<file path="src/rtl/eth_bridge_pkg.sv">
// rtl/eth_bridge_pkg.sv - shared types and widths for the Ethernet bridge TX path
package eth_bridge_pkg;

  localparam int NUM_REQ = 2;
  localparam int BYTE_W  = 8;

  typedef enum logic [1:0] {
    IDLE  = 2'd0,
    SEND  = 2'd1,
    DRAIN = 2'd2,
    GAP   = 2'd3
  } arb_state_t;

endpackage

</file>
<file path="src/rtl/rr_arbiter2.sv">
// rtl/rr_arbiter2.sv - combinational two-way round-robin pick, one-hot grant
module rr_arbiter2
  import eth_bridge_pkg::*;
(
  input  logic [NUM_REQ-1:0] req,
  input  logic               last_served,
  output logic [NUM_REQ-1:0] gnt
);

  // On contention favour the port that was not served last; otherwise pass the lone request
  always_comb begin
    gnt = '0;
    if (req == 2'b11) begin
      gnt = last_served ? 2'b01 : 2'b10;
    end else begin
      gnt = req;
    end
  end

endmodule

</file>
<file path="src/rtl/tx_frame_arbiter.sv">
// rtl/tx_frame_arbiter.sv - frame-granular round-robin scheduler feeding one TX MAC
module tx_frame_arbiter
  import eth_bridge_pkg::*;
#(
  parameter int IFG_CYCLES = 12,
  parameter int MAX_FRAME  = 1518
) (
  input  logic                      clk,
  input  logic                      reset,
  input  logic [NUM_REQ-1:0]        req_frame_rdy,
  input  logic [NUM_REQ*BYTE_W-1:0] req_data,
  input  logic [NUM_REQ-1:0]        req_last,
  output logic [NUM_REQ-1:0]        req_rd_en,
  output logic [BYTE_W-1:0]         tx_mac_data,
  output logic                      tx_mac_valid,
  output logic                      tx_mac_last,
  input  logic                      tx_mac_ready,
  output logic [NUM_REQ-1:0]        grant,
  output logic                      busy,
  output logic                      err_oversize
);

  localparam logic [10:0] MAX_CNT  = 11'(MAX_FRAME);
  localparam logic [10:0] MAX_M1   = 11'(MAX_FRAME - 1);
  localparam logic [7:0]  IFG_LOAD = 8'(IFG_CYCLES);

  arb_state_t         state;
  arb_state_t         state_next;
  logic [10:0]        byte_cnt;
  logic [7:0]         gap_cnt;
  logic               last_served;
  logic [NUM_REQ-1:0] pick;
  logic               sel;
  logic               head_last;
  logic               hs;
  logic               at_max;
  logic [BYTE_W-1:0]  head_data;

  rr_arbiter2 u_rr (
    .req         (req_frame_rdy),
    .last_served (last_served),
    .gnt         (pick)
  );

  // The granted buffer's head byte; grant is one-hot so its upper bit is the port index
  assign sel       = grant[1];
  assign head_data = sel ? req_data[2*BYTE_W-1:BYTE_W] : req_data[BYTE_W-1:0];
  assign head_last = req_last[sel];
  assign hs        = tx_mac_valid & tx_mac_ready;
  // Current byte would be number MAX_FRAME of the frame
  assign at_max    = (byte_cnt == MAX_M1);

  // Next-state decode and the combinational pop/data path
  always_comb begin
    state_next  = state;
    req_rd_en   = '0;
    tx_mac_data = '0;
    tx_mac_last = 1'b0;
    case (state)
      IDLE: begin
        if (|req_frame_rdy) state_next = SEND;
      end
      SEND: begin
        tx_mac_data = head_data;
        tx_mac_last = head_last | at_max;
        req_rd_en   = grant & {NUM_REQ{hs}};
        if (hs) begin
          if (head_last)   state_next = GAP;
          else if (at_max) state_next = DRAIN;
        end
      end
      DRAIN: begin
        // Discard the rest of an oversize frame, including its last byte
        req_rd_en = grant;
        if (head_last) state_next = GAP;
      end
      GAP: begin
        if (gap_cnt == 8'd1) state_next = IDLE;
      end
      default: state_next = IDLE;
    endcase
  end

  // State register and the registered status outputs derived from the next state
  always_ff @(posedge clk) begin
    if (reset) begin
      state        <= IDLE;
      tx_mac_valid <= 1'b0;
      busy         <= 1'b0;
      err_oversize <= 1'b0;
    end else begin
      state        <= state_next;
      tx_mac_valid <= (state_next == SEND);
      busy         <= (state_next != IDLE);
      err_oversize <= (state == SEND) && (state_next == DRAIN);
    end
  end

  // Grant is latched at frame start and held through SEND, DRAIN and GAP
  always_ff @(posedge clk) begin
    if (reset) begin
      grant <= '0;
    end else if (state == IDLE && state_next == SEND) begin
      grant <= pick;
    end else if (state_next == IDLE) begin
      grant <= '0;
    end
  end

  // Round-robin history changes only when a frame completes normally
  always_ff @(posedge clk) begin
    if (reset) begin
      last_served <= 1'b1;
    end else if (state == SEND && hs && head_last) begin
      last_served <= sel;
    end
  end

  // Per-frame byte counter, saturating at the frame limit
  always_ff @(posedge clk) begin
    if (reset || state == IDLE) begin
      byte_cnt <= '0;
    end else if (hs && byte_cnt != MAX_CNT) begin
      byte_cnt <= byte_cnt + 11'd1;
    end
  end

  // Inter-frame gap counter: loaded on entry to GAP, counts down while there
  always_ff @(posedge clk) begin
    if (reset) begin
      gap_cnt <= '0;
    end else if (state != GAP && state_next == GAP) begin
      gap_cnt <= IFG_LOAD;
    end else if (state == GAP) begin
      gap_cnt <= gap_cnt - 8'd1;
    end
  end

endmodule

</file>
<file path="config.mk">
export PLATFORM = sky130hd
export DESIGN_NAME = tx_frame_arbiter
export DESIGN_NICKNAME = d
export VERILOG_FILES = /design/src/rtl/eth_bridge_pkg.sv /design/src/rtl/rr_arbiter2.sv /design/src/rtl/tx_frame_arbiter.sv
export SDC_FILE = /design/constraint.sdc
export NUM_CORES = 1
export LEC_CHECK = 0
export BUFFER_PORTS_ARGS = -buffer_cell sky130_fd_sc_hd__buf_2
export CORE_ASPECT_RATIO = 0.9
export CORE_MARGIN = 10
export CORE_UTILIZATION = 53
export DETAILED_ROUTE_END_ITERATION = 12
export HOLD_SLACK_MARGIN = 0.05
export PLACE_DENSITY = 0.79
export SLEW_MARGIN = 30
export SYNTH_ARGS = -nofsm -noshare
export SYNTH_HDL_FRONTEND = slang
export SYNTH_SLANG_ARGS = --single-unit
</file>
<file path="constraint.sdc">
create_clock -name clk -period 2.4 [get_ports clk]
set_input_delay 0.24 -clock clk [delete_from_list [all_inputs] [get_ports clk]]
set_output_delay 0.24 -clock clk [all_outputs]
set_load 0.05 [all_outputs]
</file>
# After elaboration in Yosys (flattened, before gate mapping)
# Index checks and enable logic that the tools add are counted.
# Widths: inputs -> output; s select.
dict set report totals {
  wordCells 59
  reg_bits 27
  in_bits 23
  mem_bits_rw 0
  romBits 0
  latchBits 0
  mem_count 0
  out_inout_bits 16
}
dict set report classes {
  n_eq_ne 11
  order_cmp 1
  mul 0
  reduce_logical 14
  mux 19
  div_mod_pow 0
  addsub 2
  shift 0
  bitwise 3
}
# cell count
set ops {}
lappend ops {{$mux 2} 10}
lappend ops {{$mux 8} 2}
lappend ops {{$add 11x1->11 const B} 1}
lappend ops {{$eq 11x11->1 const B} 1}
lappend ops {{$ne 11x11->1 const B} 1}
lappend ops {{$eq 2x2->1 const B} 5}
lappend ops {{$eq 8x1->1 const B} 1}
lappend ops {{$mux 4} 2}
lappend ops {{$pmux 2 s4} 1}
lappend ops {{$sub 8x1->8 const B} 1}
lappend ops {{$logic_and 1x1->1} 6}
lappend ops {{$reduce_bool 2->1} 3}
lappend ops {{$eq 2x1->1 const B} 2}
lappend ops {{$logic_not 2->1} 2}
lappend ops {{$pmux 2 s2} 1}
lappend ops {{$reduce_or 2->1} 2}
lappend ops {{$mux 1} 3}
lappend ops {{$and 2x2->2} 1}
lappend ops {{$lt 1x2->1 const B} 1}
lappend ops {{$ne 2x2->1 const B} 1}
lappend ops {{$and 1x1->1} 1}
lappend ops {{$logic_or 1x1->1} 1}
lappend ops {{$or 1x1->1} 1}

# Logic depth before layout (Yosys ltp)
dict set report depth {
  word_depth 8
  mapped_depth 8
  mapped_depth_nobuf 7
}

# By module
# Synthesis repeated with hierarchy kept, for this count alone.
dict set report unflattened {
  cells_unflattened 187
  hier_area_um2 1695.4
}
# module seq_area_each_um2 cells_per_inst area_each_um2 n_inst
set modules_own_cells {}
lappend modules_own_cells {tx_frame_arbiter 540.5 184 1676.6 1}
lappend modules_own_cells {rr_arbiter2 0.0 3 18.8 1}

# Least setup slack after synthesis
# Ideal clock, no wire load.
dict set report synth_timing {
  path_kind {register -> output}
  startpoint {register grant[1]}
  endpoint {output tx_mac_data[0]}
  required_time_ns 2.160
  setup_slack_ns 0.177
  stages_incl_launch_ff 4
  path_buffers 1
  arrival_ns 1.983
  path_cell_list {dfxtp_1 -> buf_1 -> mux2i_1 -> nor2b_1}
}
dict set report synth_via {
  elab_chain_len 2
}
# item line
set synth_rtl {}
lappend synth_rtl {{from (decl)} tx_frame_arbiter.sv:18} ;# output logic [NUM_REQ-1:0] grant,
lappend synth_rtl {{from (signal assigned)} tx_frame_arbiter.sv:104} ;# grant <= pick;
lappend synth_rtl {{$mux 8} tx_frame_arbiter.sv:47} ;# assign head_data = sel ? req_data[2*BYTE_W-1:BYTE_W] : req_data[BYTE_W-1:0];
lappend synth_rtl {{$mux 8} tx_frame_arbiter.sv:59} ;# case (state)
lappend synth_rtl {{to (decl)} tx_frame_arbiter.sv:14} ;# output logic [BYTE_W-1:0] tx_mac_data,
# Every way passes these cells.

# Final worst setup path
dict set report layout_timing {
  startpoint {register byte_cnt[0]}
  endpoint {output tx_mac_last}
}
dict set report layout_via {
  elab_chain_len 3
}
# item line
set layout_rtl {}
lappend layout_rtl {{from (decl)} tx_frame_arbiter.sv:29} ;# logic [10:0] byte_cnt;
lappend layout_rtl {{from (signal assigned)} tx_frame_arbiter.sv:124} ;# byte_cnt <= byte_cnt + 11'd1;
lappend layout_rtl {{$eq 11x11->1} tx_frame_arbiter.sv:51} ;# assign at_max = (byte_cnt == MAX_M1);
lappend layout_rtl {{$or 1x1->1} tx_frame_arbiter.sv:65} ;# tx_mac_last = head_last | at_max;
lappend layout_rtl {{$mux 1} tx_frame_arbiter.sv:59}
lappend layout_rtl {{to (decl)} tx_frame_arbiter.sv:16} ;# output logic tx_mac_last,
# Every way passes these cells.

==> flow_summary_export.csv <==
group,metric,value,unit
final_layout,diodes,0,
timing,setup-violations-final,0,
clocking,clockBufferDepth,2,
floorplanning,io_pins,39,
timing,worstMarginPinSlew,0.497,ns
drt,vias,1444,
timing,period_share,90.7,%
timing,drv_slew,0,
floorplanning,die_h,73.2,um
place,dp_slack,0.257,ns
timing,post-route-min-period,2.18,ns
timing,clock_skew,0.00261,ns
setup_path,worstPathMaxFanout,6,
synthesis,yosysSeqAreaShare,32.5,%
global_routing,grt_antenna_before_repair,0,
floorplanning,dieArea,0.00578,mm2
synthesis,postSynthCellCount,184,
job,drv_cap,0,
clocking,cts_tree,"done",
synthesis,syn_area_per_cell,9.04,um2
global_routing,grt_max_degree,17,
power,vdd_drop_max,324,uV
global_routing,grt_pass1_wl,6280,um
status,status,"finished, final reports clean",
setup_path,critical_path.max_stage_delay,0.47,ns
timing,setup_ws,0.222,ns
timing,max_freq,459,MHz
synthesis,synth_edf_count,0,
timing,maxSlewHeadroom,66.4,%
drt,drt-initial-drc-count,59,
place,portBuffers,38,
drt,viasPerCell,5.43,
drt,drt_wl_total,3740,um
global_routing,grt.overflow.total,0,
floorplanning,coreArea,0.00304,mm2
setup_path,critical-path-top-delay-family,"flip-flops",
clocking,numCtsBuffers,3,
place,dpl.hpwl,2990,um
floorplanning,start_util,54.7,%
hold_path,min_from,"req_last[1]",
clocking,clk_latency,0.33,ns
setup_path,path_buf_inv,2,
final_layout,design_area,0.00194,mm2
setup_path,crit_start,"byte_cnt[0]",
clocking,cts.repair.resized,0,
clocking,clkTransAtPathRegs,0.15,ns
final_layout,nets,257,
clocking,cts_setup_buffers,0,
synthesis,ys.flop_type,"dfxtp_1",
setup_path,startpoint_type,"flop",
setup_path,critical_path_required,2.16,ns
drt,first_pass_iters,4,
setup_path,slowest_stage,"dfxtp_1",
final_layout,area_growth,16.6,%
clocking,ctsHoldBuffers,0,
setup_path,worstPathArrival,1.94,ns
floorplanning,dieWidth,79.1,um
place,place.gp.congestion,0.846,
place,dpl-instance-area,0.00191,mm2
hold_path,holdCritPathClass,"input port to flop",
global_routing,track_usage,13.0,%
floorplanning,std_cell_rows,19,
synthesis,synthesis.nets,216,
synthesis,synthArstFlopShare,0,%
clocking,clock_sinks,27,
synthesis,synth.distinct_cells,55,
final_layout,drive_gt1_share,28.1,%
timing,tns,0,ns
setup_path,r2r-start,"state[1]",
setup_path,endpoint_kind,"primary output",
global_routing,grt_pass1_vias,1425,
drt,postRouteAntennaNets,0,
setup_path,crit_chain,"ha_1, inv_1, nor4_2, o21a_1, buf_2",
timing,hold_viol_final,0,
setup_path,worstSetupPathType,"flop to primary output",
drt,drcViolationCount,0,
synthesis,ys_ff_latch,27,
drt,post_drt_wl_per_cell,14.1,um
clocking,htree_levels,1,
timing,rsz0062_at_grt,"no",
clocking,root_buffer,"clkbuf_4",
synthesis,syn_area,0.00166,mm2
synthesis,yosys_warnings,0,
power,power_leakage,0.804,nW
power,power_density,478,mW/mm2
==> power breakdown <==
group	total, W	leakage, nW	switching, W	internal [W]
clock	0.000207	0.0139	0.000143	0.0000639
combinational	0.000246	0.571	0.000164	0.0000826
sequential	0.000474	0.219	0.0000121	0.000462
==> layout by cell type (no fill, tap or decap), types with 2 or more instances in the layout <==
master     n
a21boi_0   3
clkbuf_4   3
inv_1     10
ha_1       9
o21ai_0    3
a21oi_2    2
a32o_1     2
a21oi_1    6
nor3_1     8
and3_1     6
nor3b_1    2
o41a_1     2
xnor2_1    5
mux2i_1    9
nor2_1    15
and2_1     3
xor2_1     9
buf_4      4
nand2_1    5
nand3_1    5
buf_2     38
dfxtp_1   27
nor2b_1    9
or2_2      2
nand4_1    5
a31oi_1    2
==> path summary, 6_finish.rpt <==
kind | end | slack [ns] | cells after the start
worst min-delay path | last_served | 0.25 | 3
worst max-delay path | tx_mac_last | 0.22 | 5
worst min register to register | grant[0] | 0.53 | 1
worst max register to register | gap_cnt[2] | 0.27 | 7
==> worst register-to-register path, cell delays in order (launching register included) <==
cell and delay (ns):
dfxtp_1 0.44, inv_1 0.08, ha_1 0.27, nor3b_1 0.20, a221o_1 0.36, a21oi_2 0.27, a22oi_2 0.13, o311a_1 0.30
==> registers in the layout, summed over array words and instances (netlist names) <==
name	cells
last_served	1
state	2
tx_mac_valid	1
grant	2
err_oversize	1
busy	1
gap_cnt	8
byte_cnt	11
==> final cells by class <==
| cell class | count | area, um2 |
|---|---|---|
| flip-flops and latches | 27 | 541 |
| fillers | 288 | 1100 |
| clock inverters | 1 | 7.51 |
| repair buffers | 42 | 220 |
| clock buffers | 3 | 22.5 |
| multi-input cells | 141 | 1060 |
| well taps | 42 | 52.6 |
| inverters | 10 | 37.5 |
==> synth_stat cells, types with 2 or more instances <==
cell / n / area [um2]
dfxtp_1: 27 / 541
nor2_1: 15 / 56.3
inv_1: 10 / 37.5
ha_1: 9 / 113
mux2i_1: 9 / 90.1
nor2b_1: 9 / 56.3
xor2_1: 9 / 78.8
nor3_1: 8 / 40.0
a21oi_1: 7 / 35.0
and3_1: 6 / 37.5
nand2_1: 5 / 18.8
nand3_1: 5 / 25.0
nand4_1: 5 / 31.3
xnor2_1: 5 / 43.8
clkbuf_1: 4 / 15.0
a21boi_0: 3 / 22.5
and2_1: 3 / 18.8
o21ai_0: 3 / 15.0
a31oi_1: 2 / 12.5
a32o_1: 2 / 20.0
nor3b_1: 2 / 15.0
o41a_1: 2 / 22.5
or2_2: 2 / 12.5
==> stage by stage <==
stage	total power [W]	utilization [%]	instances	hold WS, ns
global route	0.000973	63.8	266	0.245
detailed placement	0.000728	62.7	262	0.501
finish	0.000927	63.8	266	0.248
CTS	0.000939	63.7	266	0.226
global placement	0.000726	62.7	262	0.488
floorplan	0.000658	-	184	0.340
==> logic make-up after synthesis <==
kind of cell	count (synthesis)	synth area share [%]
and+or+nand+nor	71	24.7
muxes	10	6.09
buffers and inverters	16	4.06
xor gates and xnor gates	14	7.37
adders and majority gates	9	6.77
DFF	27	32.5
AOI/OAI and AO/OA	37	18.5
==> per-layer routing <==
layer / track usage (%) / vias to the layer above / routed length, um
met5: 0 / - / 0
met4: 2.98 / 0 / 31
met3: 3.08 / 4 / 94
met2: 22.7 / 23 / 1850
met1: 15.7 / 670 / 1770
li1: - / 747 / -
Note: power is estimated with default switching activity, not from simulation.
